[src/rtl/cpu_pkg.sv]
// cpu_pkg: shared types and constants for the instruction fetch front-end.
// Contents: XLEN, NOP encoding, fetch FSM state enum, queue entry struct.
// Imported by the fetch queue interface, top level and FIFO.
package cpu_pkg;

  localparam int XLEN = 32;

  // Bubble presented to decode when no instruction is available.
  localparam logic [XLEN-1:0] NOP = 32'h0000_0000;

  typedef enum logic [1:0] {
    IDLE    = 2'd0,
    FETCH   = 2'd1,
    DISCARD = 2'd2
  } fetch_state_t;

  // One queue slot: the instruction word and the address of the next sequential fetch.
  typedef struct packed {
    logic [XLEN-1:0] instr;
    logic [XLEN-1:0] pc_plus4;
  } ifq_entry_t;

endpackage

[src/rtl/inst_fetch_queue_if.sv]
// inst_fetch_queue_if: bundles the instruction-memory handshake and the decode-side signals.
// Ports: imem_req/imem_addr/imem_ack/imem_rdata (memory), redirect_valid/redirect_pc (branch),
//        stall, if_valid/if_instr/if_pc_plus4 (decode). slave = fetch queue, master = environment.
interface inst_fetch_queue_if;
  import cpu_pkg::*;

  logic            imem_req;
  logic [XLEN-1:0] imem_addr;
  logic            imem_ack;
  logic [XLEN-1:0] imem_rdata;
  logic            redirect_valid;
  logic [XLEN-1:0] redirect_pc;
  logic            stall;
  logic            if_valid;
  logic [XLEN-1:0] if_instr;
  logic [XLEN-1:0] if_pc_plus4;

  modport slave (
    output imem_req, imem_addr, if_valid, if_instr, if_pc_plus4,
    input  imem_ack, imem_rdata, redirect_valid, redirect_pc, stall
  );

  modport master (
    input  imem_req, imem_addr, if_valid, if_instr, if_pc_plus4,
    output imem_ack, imem_rdata, redirect_valid, redirect_pc, stall
  );

endinterface

[src/rtl/inst_fetch_queue_fifo.sv]
// ifq_fifo: circular buffer of {instr, pc_plus4} entries, DEPTH a power of two.
// Ports: clk, rst (async, active-high), i_push/i_push_dat, i_pop, i_flush (clears everything),
//        o_head_dat (valid when !o_empty), o_count, o_full, o_empty.
module ifq_fifo
  import cpu_pkg::*;
#(
  parameter int DEPTH = 4
) (
  input  logic                       clk,
  input  logic                       rst,
  input  logic                       i_push,
  input  ifq_entry_t                 i_push_dat,
  input  logic                       i_pop,
  input  logic                       i_flush,
  output ifq_entry_t                 o_head_dat,
  output logic [$clog2(DEPTH):0]     o_count,
  output logic                       o_full,
  output logic                       o_empty
);

  localparam int AW = $clog2(DEPTH);
  localparam int CW = AW + 1;

  ifq_entry_t      r_mem [DEPTH];
  logic [AW-1:0]   r_wr_ptr;
  logic [AW-1:0]   r_rd_ptr;
  logic [CW-1:0]   r_count;

  logic            w_push;
  logic            w_pop;

  // A push into a full buffer is only legal when the head leaves in the same cycle.
  assign w_push = i_push & (~o_full | i_pop);
  assign w_pop  = i_pop & ~o_empty;

  always_ff @(posedge clk or posedge rst) begin
    if (rst) begin
      r_wr_ptr <= '0;
      r_rd_ptr <= '0;
      r_count  <= '0;
    end else if (i_flush) begin
      r_wr_ptr <= '0;
      r_rd_ptr <= '0;
      r_count  <= '0;
    end else begin
      if (w_push) r_wr_ptr <= r_wr_ptr + AW'(1);
      if (w_pop)  r_rd_ptr <= r_rd_ptr + AW'(1);
      r_count <= r_count + CW'(w_push) - CW'(w_pop);
    end
  end

  // Storage needs no reset: nothing is read while the buffer is empty.
  always_ff @(posedge clk) begin
    if (w_push && !i_flush) r_mem[r_wr_ptr] <= i_push_dat;
  end

  assign o_head_dat = r_mem[r_rd_ptr];
  assign o_count    = r_count;
  assign o_full     = (r_count == CW'(DEPTH));
  assign o_empty    = (r_count == '0);

endmodule

[src/rtl/inst_fetch_queue.sv]
// inst_fetch_queue: fetch front-end feeding IF/ID; one outstanding imem request, DEPTH-entry queue.
// Ports: clk, rst (async, active-high), bus (inst_fetch_queue_if.slave: imem handshake, redirect, stall, decode outputs).
// Optional macro IFQ_BYPASS_EN: an ack into an empty queue is presented to decode in the same cycle.
module inst_fetch_queue
  import cpu_pkg::*;
#(
  parameter int              DEPTH    = 4,
  parameter logic [XLEN-1:0] RESET_PC = 32'h0000_0000
) (
  input  logic                     clk,
  input  logic                     rst,
  inst_fetch_queue_if.slave        bus
);

  localparam int CW = $clog2(DEPTH) + 1;

  fetch_state_t    r_state;
  fetch_state_t    w_state_nxt;
  logic [XLEN-1:0] r_fetch_pc;
  logic [XLEN-1:0] r_stale_addr;

  logic            w_req;
  logic            w_ack;
  logic            w_redirect;
  logic [XLEN-1:0] w_redirect_pc;
  logic            w_push;
  logic            w_pop;
  logic            w_bypass;
  logic [CW-1:0]   w_next_count;

  ifq_entry_t      w_push_dat;
  ifq_entry_t      w_head;
  logic [CW-1:0]   w_fifo_count;
  logic            w_fifo_full;
  logic            w_fifo_empty;

  assign w_req         = (r_state != IDLE);
  assign w_ack         = w_req & bus.imem_ack;
  assign w_redirect    = bus.redirect_valid;
  assign w_redirect_pc = bus.redirect_pc & ~32'h3;

  // Redirect overrides any pop; the flush empties the queue regardless.
  assign w_pop = ~w_fifo_empty & ~bus.stall & ~w_redirect;

`ifdef IFQ_BYPASS_EN
  assign w_bypass = w_fifo_empty & (r_state == FETCH) & w_ack & ~w_redirect;
`else
  assign w_bypass = 1'b0;
`endif

  // A bypassed word that decode accepts right away never enters the queue.
  assign w_push = (r_state == FETCH) & w_ack & ~w_redirect & ~(w_bypass & ~bus.stall);

  assign w_push_dat.instr    = bus.imem_rdata;
  assign w_push_dat.pc_plus4 = r_fetch_pc + 32'd4;

  assign w_next_count = w_fifo_count + CW'(w_push) - CW'(w_pop);

  ifq_fifo #(.DEPTH(DEPTH)) u_fifo (
    .clk        (clk),
    .rst        (rst),
    .i_push     (w_push),
    .i_push_dat (w_push_dat),
    .i_pop      (w_pop),
    .i_flush    (w_redirect),
    .o_head_dat (w_head),
    .o_count    (w_fifo_count),
    .o_full     (w_fifo_full),
    .o_empty    (w_fifo_empty)
  );

  always_comb begin
    w_state_nxt = r_state;
    case (r_state)
      IDLE: begin
        if (w_redirect || (w_next_count < CW'(DEPTH))) w_state_nxt = FETCH;
      end
      FETCH: begin
        if (w_redirect) begin
          // The in-flight request now targets the old path; its data must be thrown away.
          w_state_nxt = w_ack ? FETCH : DISCARD;
        end else if (w_ack) begin
          w_state_nxt = (w_next_count < CW'(DEPTH)) ? FETCH : IDLE;
        end
      end
      DISCARD: begin
        // The stale request completing frees the port, even if another redirect lands now.
        if (w_ack) w_state_nxt = FETCH;
      end
      default: w_state_nxt = IDLE;
    endcase
  end

  always_ff @(posedge clk or posedge rst) begin
    if (rst) begin
      r_state      <= IDLE;
      r_fetch_pc   <= RESET_PC;
      r_stale_addr <= RESET_PC;
    end else begin
      r_state <= w_state_nxt;
      if (w_redirect) begin
        r_fetch_pc <= w_redirect_pc;
      end else if ((r_state == FETCH) && w_ack) begin
        r_fetch_pc <= r_fetch_pc + 32'd4;
      end
      // Keep presenting the abandoned address until memory answers it.
      if ((r_state == FETCH) && w_redirect && !w_ack) r_stale_addr <= r_fetch_pc;
    end
  end

  assign bus.imem_req  = w_req;
  assign bus.imem_addr = (r_state == DISCARD) ? r_stale_addr : r_fetch_pc;

  always_comb begin
    bus.if_valid    = 1'b0;
    bus.if_instr    = NOP;
    bus.if_pc_plus4 = '0;
    if (w_bypass) begin
      bus.if_valid    = 1'b1;
      bus.if_instr    = bus.imem_rdata;
      bus.if_pc_plus4 = r_fetch_pc + 32'd4;
    end else if (!w_fifo_empty) begin
      bus.if_valid    = 1'b1;
      bus.if_instr    = w_head.instr;
      bus.if_pc_plus4 = w_head.pc_plus4;
    end
  end

  logic w_unused;
  assign w_unused = w_fifo_full;

endmodule

[src/flat_wrapper.sv]
// flat-port wrapper written by rule: the top's interface ports become plain ports
module inst_fetch_queue_flat import cpu_pkg::*;
#(
  parameter int              DEPTH    = 4,
  parameter logic [XLEN-1:0] RESET_PC = 32'h0000_0000
)
  (clk, rst, bus_imem_req, bus_imem_addr, bus_if_valid, bus_if_instr, bus_if_pc_plus4, bus_imem_ack, bus_imem_rdata, bus_redirect_valid, bus_redirect_pc, bus_stall);
  inst_fetch_queue_if bus_i ();
  input  logic clk;
  input  logic rst;
  output wire logic [$bits(bus_i.imem_req)-1:0] bus_imem_req;
  output wire logic [$bits(bus_i.imem_addr)-1:0] bus_imem_addr;
  output wire logic [$bits(bus_i.if_valid)-1:0] bus_if_valid;
  output wire logic [$bits(bus_i.if_instr)-1:0] bus_if_instr;
  output wire logic [$bits(bus_i.if_pc_plus4)-1:0] bus_if_pc_plus4;
  input wire logic [$bits(bus_i.imem_ack)-1:0] bus_imem_ack;
  input wire logic [$bits(bus_i.imem_rdata)-1:0] bus_imem_rdata;
  input wire logic [$bits(bus_i.redirect_valid)-1:0] bus_redirect_valid;
  input wire logic [$bits(bus_i.redirect_pc)-1:0] bus_redirect_pc;
  input wire logic [$bits(bus_i.stall)-1:0] bus_stall;
  assign bus_imem_req = bus_i.imem_req;
  assign bus_imem_addr = bus_i.imem_addr;
  assign bus_if_valid = bus_i.if_valid;
  assign bus_if_instr = bus_i.if_instr;
  assign bus_if_pc_plus4 = bus_i.if_pc_plus4;
  assign bus_i.imem_ack = bus_imem_ack;
  assign bus_i.imem_rdata = bus_imem_rdata;
  assign bus_i.redirect_valid = bus_redirect_valid;
  assign bus_i.redirect_pc = bus_redirect_pc;
  assign bus_i.stall = bus_stall;
  inst_fetch_queue #(.DEPTH(DEPTH), .RESET_PC(RESET_PC)) u_core (.clk(clk), .rst(rst), .bus(bus_i));
endmodule
[config.mk]
export PLATFORM = sky130hd
export DESIGN_NAME = inst_fetch_queue_flat
export DESIGN_NICKNAME = d
export VERILOG_FILES = /design/src/rtl/cpu_pkg.sv /design/src/rtl/inst_fetch_queue_if.sv /design/src/rtl/inst_fetch_queue_fifo.sv /design/src/rtl/inst_fetch_queue.sv /design/src/flat_wrapper.sv
export SDC_FILE = /design/constraint.sdc
export NUM_CORES = 1
export LEC_CHECK = 0
export CAP_MARGIN = 20
export CORE_MARGIN = 2
export CORE_UTILIZATION = 56
export DETAILED_ROUTE_END_ITERATION = 12
export GPL_ROUTABILITY_DRIVEN = 0
export PLACE_DENSITY = 0.8
export REMOVE_ABC_BUFFERS = 1
export SYNTH_ARGS = -nofsm -noshare
export SYNTH_HDL_FRONTEND = slang
export SYNTH_HIERARCHICAL = 1
export SYNTH_SLANG_ARGS = --single-unit
[constraint.sdc]
create_clock -name clk -period 4.8 [get_ports clk]
set_input_delay 0.48 -clock clk [delete_from_list [all_inputs] [get_ports clk]]
set_output_delay 0.48 -clock clk [all_outputs]
set_load 0.005 [all_outputs]
# --- Yosys cells after proc, flatten, opt, wreduce, memory -nomap -nowiden ---
# Memory sizes are Yosys's and may differ from the RTL's.
# Cells that the tools add are included.
word_totals:
  mem_count: 1
  register_bits: 73
  ramBits: 256
  wordCells: 67
op_classes:
  bitwise: 12
  n_reduce_logical: 14
  eq_ne: 6
  add_sub_neg: 7
  magnitude_cmp: 1
  n_mux: 20
mem_list:
  columns: ["name", "words", "width", "read_ports", "rd_ports_with_merged_regs", "write_ports", "line_no", "rtl"]
  rows:
  - ["u_core.u_fifo.r_mem", 4, 64, 1, 0, 1, "inst_fetch_queue_fifo.sv:24", "ifq_entry_t r_mem [DEPTH];"]
ops:
  columns: ["op", "n"]
  rows:
  - ["two-way mux 32 bit", 5]
  - ["adder 32 x 3 -> 32 bit (second input constant)", 1]
  - ["two-way mux 2 bit", 9]
  - ["nonzero test 2 bit", 4]
  - ["bitwise AND 1 bit", 7]
  - ["adder 3 x 1 -> 3 bit", 2]
  - ["case mux 2 bit (3 select lines)", 1]
  - ["subtractor 3 x 1 -> 3 bit", 2]
  - ["adder 2 x 1 -> 2 bit (second input constant)", 2]
  - ["logical AND 1 bit", 4]
  - ["two-way mux 1 bit", 4]
  - ["inequality test 2 x 1 -> 1 bit (second input constant)", 2]
  - ["inverter 1 bit", 4]
  - ["equality test 3 bit (second input constant)", 1]
  - ["logical NOT 3 bit", 1]
  - ["less-than comparator 3 bit (second input constant)", 1]
  - ["two-way mux 3 bit", 1]
  - ["inequality test 3 x 2 -> 1 bit (second input constant)", 1]
  - ["AND reduction 3 bit", 1]
  - ["equality test 2 x 1 -> 1 bit (second input constant)", 1]
  - ["equality test 2 bit (second input constant)", 1]
  - ["logical NOT 1 bit", 2]
  - ["logical NOT 2 bit", 1]
  - ["logical OR 1 bit", 1]
  - ["bitwise OR 1 bit", 1]

# --- Logic depth before layout (Yosys ltp) ---
depth:
  depth_word: 11
  mapped_depth: 12

# --- Cells and area by module ---
# The synthesis kept the hierarchy.
modules_own_cells:
  columns: ["module", "area_per_inst_um2", "cells_each", "n_inst"]
  rows:
  - ["ifq_fifo", 9694.3, 383, 1]
  - ["inst_fetch_queue", 4360.4, 486, 1]

# --- Worst setup path before layout ---
# OpenSTA, ideal clock, no wires.
synth_timing:
  kind: "input -> register"
  startpoint: "input port bus_redirect_valid"
  endpoint: "memory u_core/u_fifo/r_mem[0][0] in the netlist's numbering (enable)"
  stages: 6
  required_ns: 4.371
  setup_time_ns: 0.429
  n_path_buf: 2
  path_slack_ns: 1.224
  arrival_time_ns: 3.147
  cell_sequence: "clkbuf_1 -> clkbuf_1 -> nor3_1 -> nor4b_1 -> nor3b_1 -> and2_1"
synth_between:
  elab_chain_cells: 7
synth_lines:
  columns: ["element", "line_no", "rtl"]
  rows:
  - ["start: declaration", "flat_wrapper.sv:18", "input wire logic [$bits(bus_i.redirect_valid)-1:0] bus_redirect_valid;"]
  - ["inverter 1 bit", "inst_fetch_queue.sv:43", "assign w_pop = ~w_fifo_empty & ~bus.stall & ~w_redirect;"]
  - ["bitwise AND 1 bit", "inst_fetch_queue.sv:43", null]
  - ["via u_core.w_pop", "inst_fetch_queue.sv:27", "logic w_pop;"]
  - ["bitwise OR 1 bit", "inst_fetch_queue_fifo.sv:33", "assign w_push = i_push & (~o_full | i_pop);"]
  - ["bitwise AND 1 bit", "inst_fetch_queue_fifo.sv:33", null]
  - ["logical AND 1 bit", "inst_fetch_queue_fifo.sv:54", "if (w_push && !i_flush) r_mem[r_wr_ptr] <= i_push_dat;"]
  - ["two-way mux 1 bit", "inst_fetch_queue_fifo.sv:54", null]
  - ["two-way mux 1 bit (implied by the code)", "inst_fetch_queue_fifo.sv:54", null]
  - ["end: declaration", "inst_fetch_queue_fifo.sv:24", null]
# The timed path passes the listed nets, and every way through them passes these cells.

# --- Worst setup path in the final report ---
layout_timing:
  startpoint: "register u_core.r_state[1]"
  endpoint: "output port bus_imem_addr[21]"
layout_between:
  elab_chain_cells: 2
layout_lines:
  columns: ["element", "line_no", "rtl"]
  rows:
  - ["start: declaration", "inst_fetch_queue.sv:17", "fetch_state_t r_state;"]
  - ["start signal: assignment", "inst_fetch_queue.sv:100", "r_state <= w_state_nxt;"]
  - ["equality test 2 bit", "inst_fetch_queue.sv:112", "assign bus.imem_addr = (r_state == DISCARD) ? r_stale_addr : r_fetch_pc;"]
  - ["two-way mux 32 bit", "inst_fetch_queue.sv:112", null]
  - ["end: declaration", "flat_wrapper.sv:12", "output wire logic [$bits(bus_i.imem_addr)-1:0] bus_imem_addr;"]
# No other way between the ends.

==> qor.txt <==
STA
-------------------------------------------------------------------------------------
Number of endpoints with negative hold slack in the final report .......            0
Crit share post-route ..................................................        0.735
Unrepaired setup endpoints after global routing ........................        false
Fmax ...................................................................      283 MHz
Worst clock skew .......................................................    0.0239 ns
Final critical path time including I/O delays and setup ................      3.53 ns
Number of max-slew violations in the final report ......................            0
Worst-Margin Slew ......................................................     0.962 ns
Endpoints failing setup ................................................            0
Worst-case setup margin in the final layout ............................      1.27 ns
Slew headroom ..........................................................        0.358

FLOORPLANNING
-------------------------------------------------------------------------------------
Height of the die ......................................................       162 um
Cell row count .........................................................           57
Area of the die ........................................................    26400 um2
Initial standard-cell utilization of the core ..........................        0.574
Horiz. Die Dim .........................................................       162 um
I/O pin total ..........................................................          167
Area inside the core boundary ..........................................    24500 um2

PLACEMENT
-------------------------------------------------------------------------------------
Count of buffers from port buffering ...................................          162
Detailed placer's ending HPWL ..........................................      17.9 mm
Placement-stage worst setup slack ......................................      1.29 ns
Number of placed cells counting well taps ..............................         1316

CLOCK NETWORK
-------------------------------------------------------------------------------------
H-Tree Depth ...........................................................            2
Clock Sink Count .......................................................          325
Number of buffers inserted by hold repair at cts .......................            0
Clock-pin slew of the registers on the worst-case setup and hold paths .      0.06 ns
PostCTS Resize Cnt .....................................................            0
Number of CTS-inserted buffers .........................................           34
Post-CTS setup buffer count ............................................            0
Source-to-sink clock delay at the later pin of the worst-skew pair .....      0.51 ns
Root cell of the clock tree ............................................ sky130_fd_sc_hd__clkbuf_16
TritonCTS clock tree ...................................................         done
Max clock buf depth ....................................................            3

GLOBAL ROUTE
-------------------------------------------------------------------------------------
Antenna violations before repair .......................................            1
Maximum number of pins on one net before global-route repair ...........           68
GRT Residual Overflow ..................................................            0
Total routing resource utilization after global routing ................        0.222
Via count of the first global-routing pass .............................         8056
Global-route wire length before repair .................................      44.7 mm

LAYOUT
-------------------------------------------------------------------------------------
Share of final-layout standard cells stronger than drive strength 1 ....        0.188
NumNets Final ..........................................................         1107
Final Non-Filler Cells .................................................         1377
Layout-stage area growth over the synthesis result .....................        21.4%

POWER AND IR DROP
-------------------------------------------------------------------------------------
Switching power of the nets ............................................      1.72 mW
Internal power of the cells ............................................      5.49 mW
Cell area power density ................................................   423 nW/um2
Proportion of total power due to net switching .........................        0.239
Worst ir drop on vdd ...................................................       285 uV
Power share of the clock group .........................................        0.350
Share of power burned in registers .....................................        0.476
Combinational fraction of design power .................................        0.174
Leakage power total ....................................................      5.67 nW

SYNTHESIS
-------------------------------------------------------------------------------------
Post-Synthesis Mean Instance Area ......................................     16.2 um2
YS warnings ............................................................            6
Synthesized instance count .............................................          868
Cell area after synthesis ..............................................    14000 um2

CRITICAL PATH
-------------------------------------------------------------------------------------
Highest fanout seen on the critical path ...............................           19
Arrival @ worst endpoint ...............................................      3.05 ns
Endpoint type of the worst setup path ..................................  output port
Data required, critical path ...........................................      4.32 ns
Worst setup SP type ....................................................     register
Critical Setup Path Class .............................................. register to output port

DRT
-------------------------------------------------------------------------------------
Via count ..............................................................         8009
Number of nets with antenna violations after detailed routing ..........            0
Wire length per cell ...................................................      20.9 um
Remaining design rule violation count ..................................            0
Number of detailed-routing iterations run before antenna repair ........            5
Final WL ...............................................................      28.8 mm
Average vias per placed instance .......................................         5.82
Initial drt markers ....................................................          573

MIN PATH
-------------------------------------------------------------------------------------
Tightest Hold Check Type ............................................... input pin to asynchronous set/reset pin

FLOW RUN
-------------------------------------------------------------------------------------
Number of max-cap violations ...........................................            0

RUN STATUS
-------------------------------------------------------------------------------------
Status .................................................................    completed

==> sequential cells by signal, indices dropped and copies added (netlist names) <==
signal / count
u_core/u_fifo/r_wr_ptr: 2
u_core/r_fetch_pc: 30
u_core/r_state: 2
u_core/u_fifo/o_count: 3
u_core/u_fifo/r_rd_ptr: 2
u_core/u_fifo/r_mem: 256
u_core/r_stale_addr: 30
==> path summary, 6_finish.rpt <==
check | start | to | slack [ns] | depth (start not counted)
setup / recovery | u_core/r_state[1] | bus_imem_addr[21] | 1.27 | 4
hold / removal | rst | u_core/u_fifo/r_wr_ptr[1] | 0.29 | 2
setup reg to reg | u_core/u_fifo/o_count[1] | u_core/u_fifo/r_mem[2][5] | 1.75 | 6
hold reg to reg | u_core/r_stale_addr[16] | u_core/r_stale_addr[16] | 0.50 | 1
max in group asynchronous | rst | u_core/r_stale_addr[17] | 3.38 | 3
min in group clk | u_core/r_stale_addr[16] | u_core/r_stale_addr[16] | 0.50 | 1
==> area by class of cell <==
cell class | count | area [um2]
sequential | 325 | 9420
fill | 1577 | 7400
multi-input combinational | 473 | 4320
timing repair buffer | 177 | 1770
clock buffer | 43 | 916
tap | 324 | 405
clock inverter | 17 | 159
inverter | 17 | 63.8
antenna | 1 | 2.50
==> power by group through the flow <==
stage          Clock, mW  Combinational [mW]  Sequential, mW
3_3_place_gp           0                1.24            3.47
3_5_place_dp           0                1.26            3.49
5_1_grt             2.68                1.36            3.46
6_report            2.53                1.25            3.44
2_1_floorplan          0               0.630            3.45
4_1_cts             2.59                1.27            3.43
==> placed cells by master, fill, tap and decap left out, types with 4 or more instances in the layout <==
master	instances
sky130_fd_sc_hd__o31ai_1	12
sky130_fd_sc_hd__nand2_1	37
sky130_fd_sc_hd__clkbuf_1	7
sky130_fd_sc_hd__ha_1	9
sky130_fd_sc_hd__or4_1	12
sky130_fd_sc_hd__nand4_1	10
sky130_fd_sc_hd__clkdlybuf4s50_1	162
sky130_fd_sc_hd__nor3_1	11
sky130_fd_sc_hd__dfrtp_1	67
sky130_fd_sc_hd__nor2_1	37
sky130_fd_sc_hd__and2_4	4
sky130_fd_sc_hd__o21ai_0	17
sky130_fd_sc_hd__clkinv_1	7
sky130_fd_sc_hd__nor2b_1	67
sky130_fd_sc_hd__edfxtp_1	256
sky130_fd_sc_hd__clkinv_2	5
sky130_fd_sc_hd__conb_1	10
sky130_fd_sc_hd__xor2_1	19
sky130_fd_sc_hd__mux4_2	64
sky130_fd_sc_hd__inv_1	16
sky130_fd_sc_hd__mux2_2	58
sky130_fd_sc_hd__a31oi_1	15
sky130_fd_sc_hd__and3_1	4
sky130_fd_sc_hd__buf_4	12
sky130_fd_sc_hd__or3_1	4
sky130_fd_sc_hd__xnor2_1	24
sky130_fd_sc_hd__nand3_1	20
sky130_fd_sc_hd__clkbuf_16	35
==> routing by layer <==
layer / share of wire / routed length, um / up-vias / track usage
li1: - / - / 3610 / -
met1: 0.43 / 12300 / 4082 / 0.313
met2: 0.49 / 14100 / 266 / 0.363
met3: 0.057 / 1640 / 49 / 0.0362
met4: 0.022 / 645 / 2 / 0.0688
met5: 0.00045 / 13 / - / 0
==> critical path, stage by stage (launching register included) <==
cell	delay (ns)
sky130_fd_sc_hd__dfrtp_1	0.47
sky130_fd_sc_hd__nor2b_2	0.83
sky130_fd_sc_hd__buf_4	0.41
sky130_fd_sc_hd__mux2_2	0.38
sky130_fd_sc_hd__clkdlybuf4s50_1	0.45
==> per-stage QoR <==
stage          hold slack [ns]  setup TNS (ns)   util  instance area, um2  total power [mW]
2_1_floorplan            0.283         -356.67      -               13800              4.08
3_3_place_gp             0.483               0  0.653               16000              4.71
3_5_place_dp             0.490               0  0.653               16000              4.75
4_1_cts                  0.284               0  0.697               17100              7.29
5_1_grt                  0.324               0  0.697               17100              7.51
6_report                 0.290               0  0.697               17100              7.22
No activity file was read; power rests on OpenSTA's default activity.
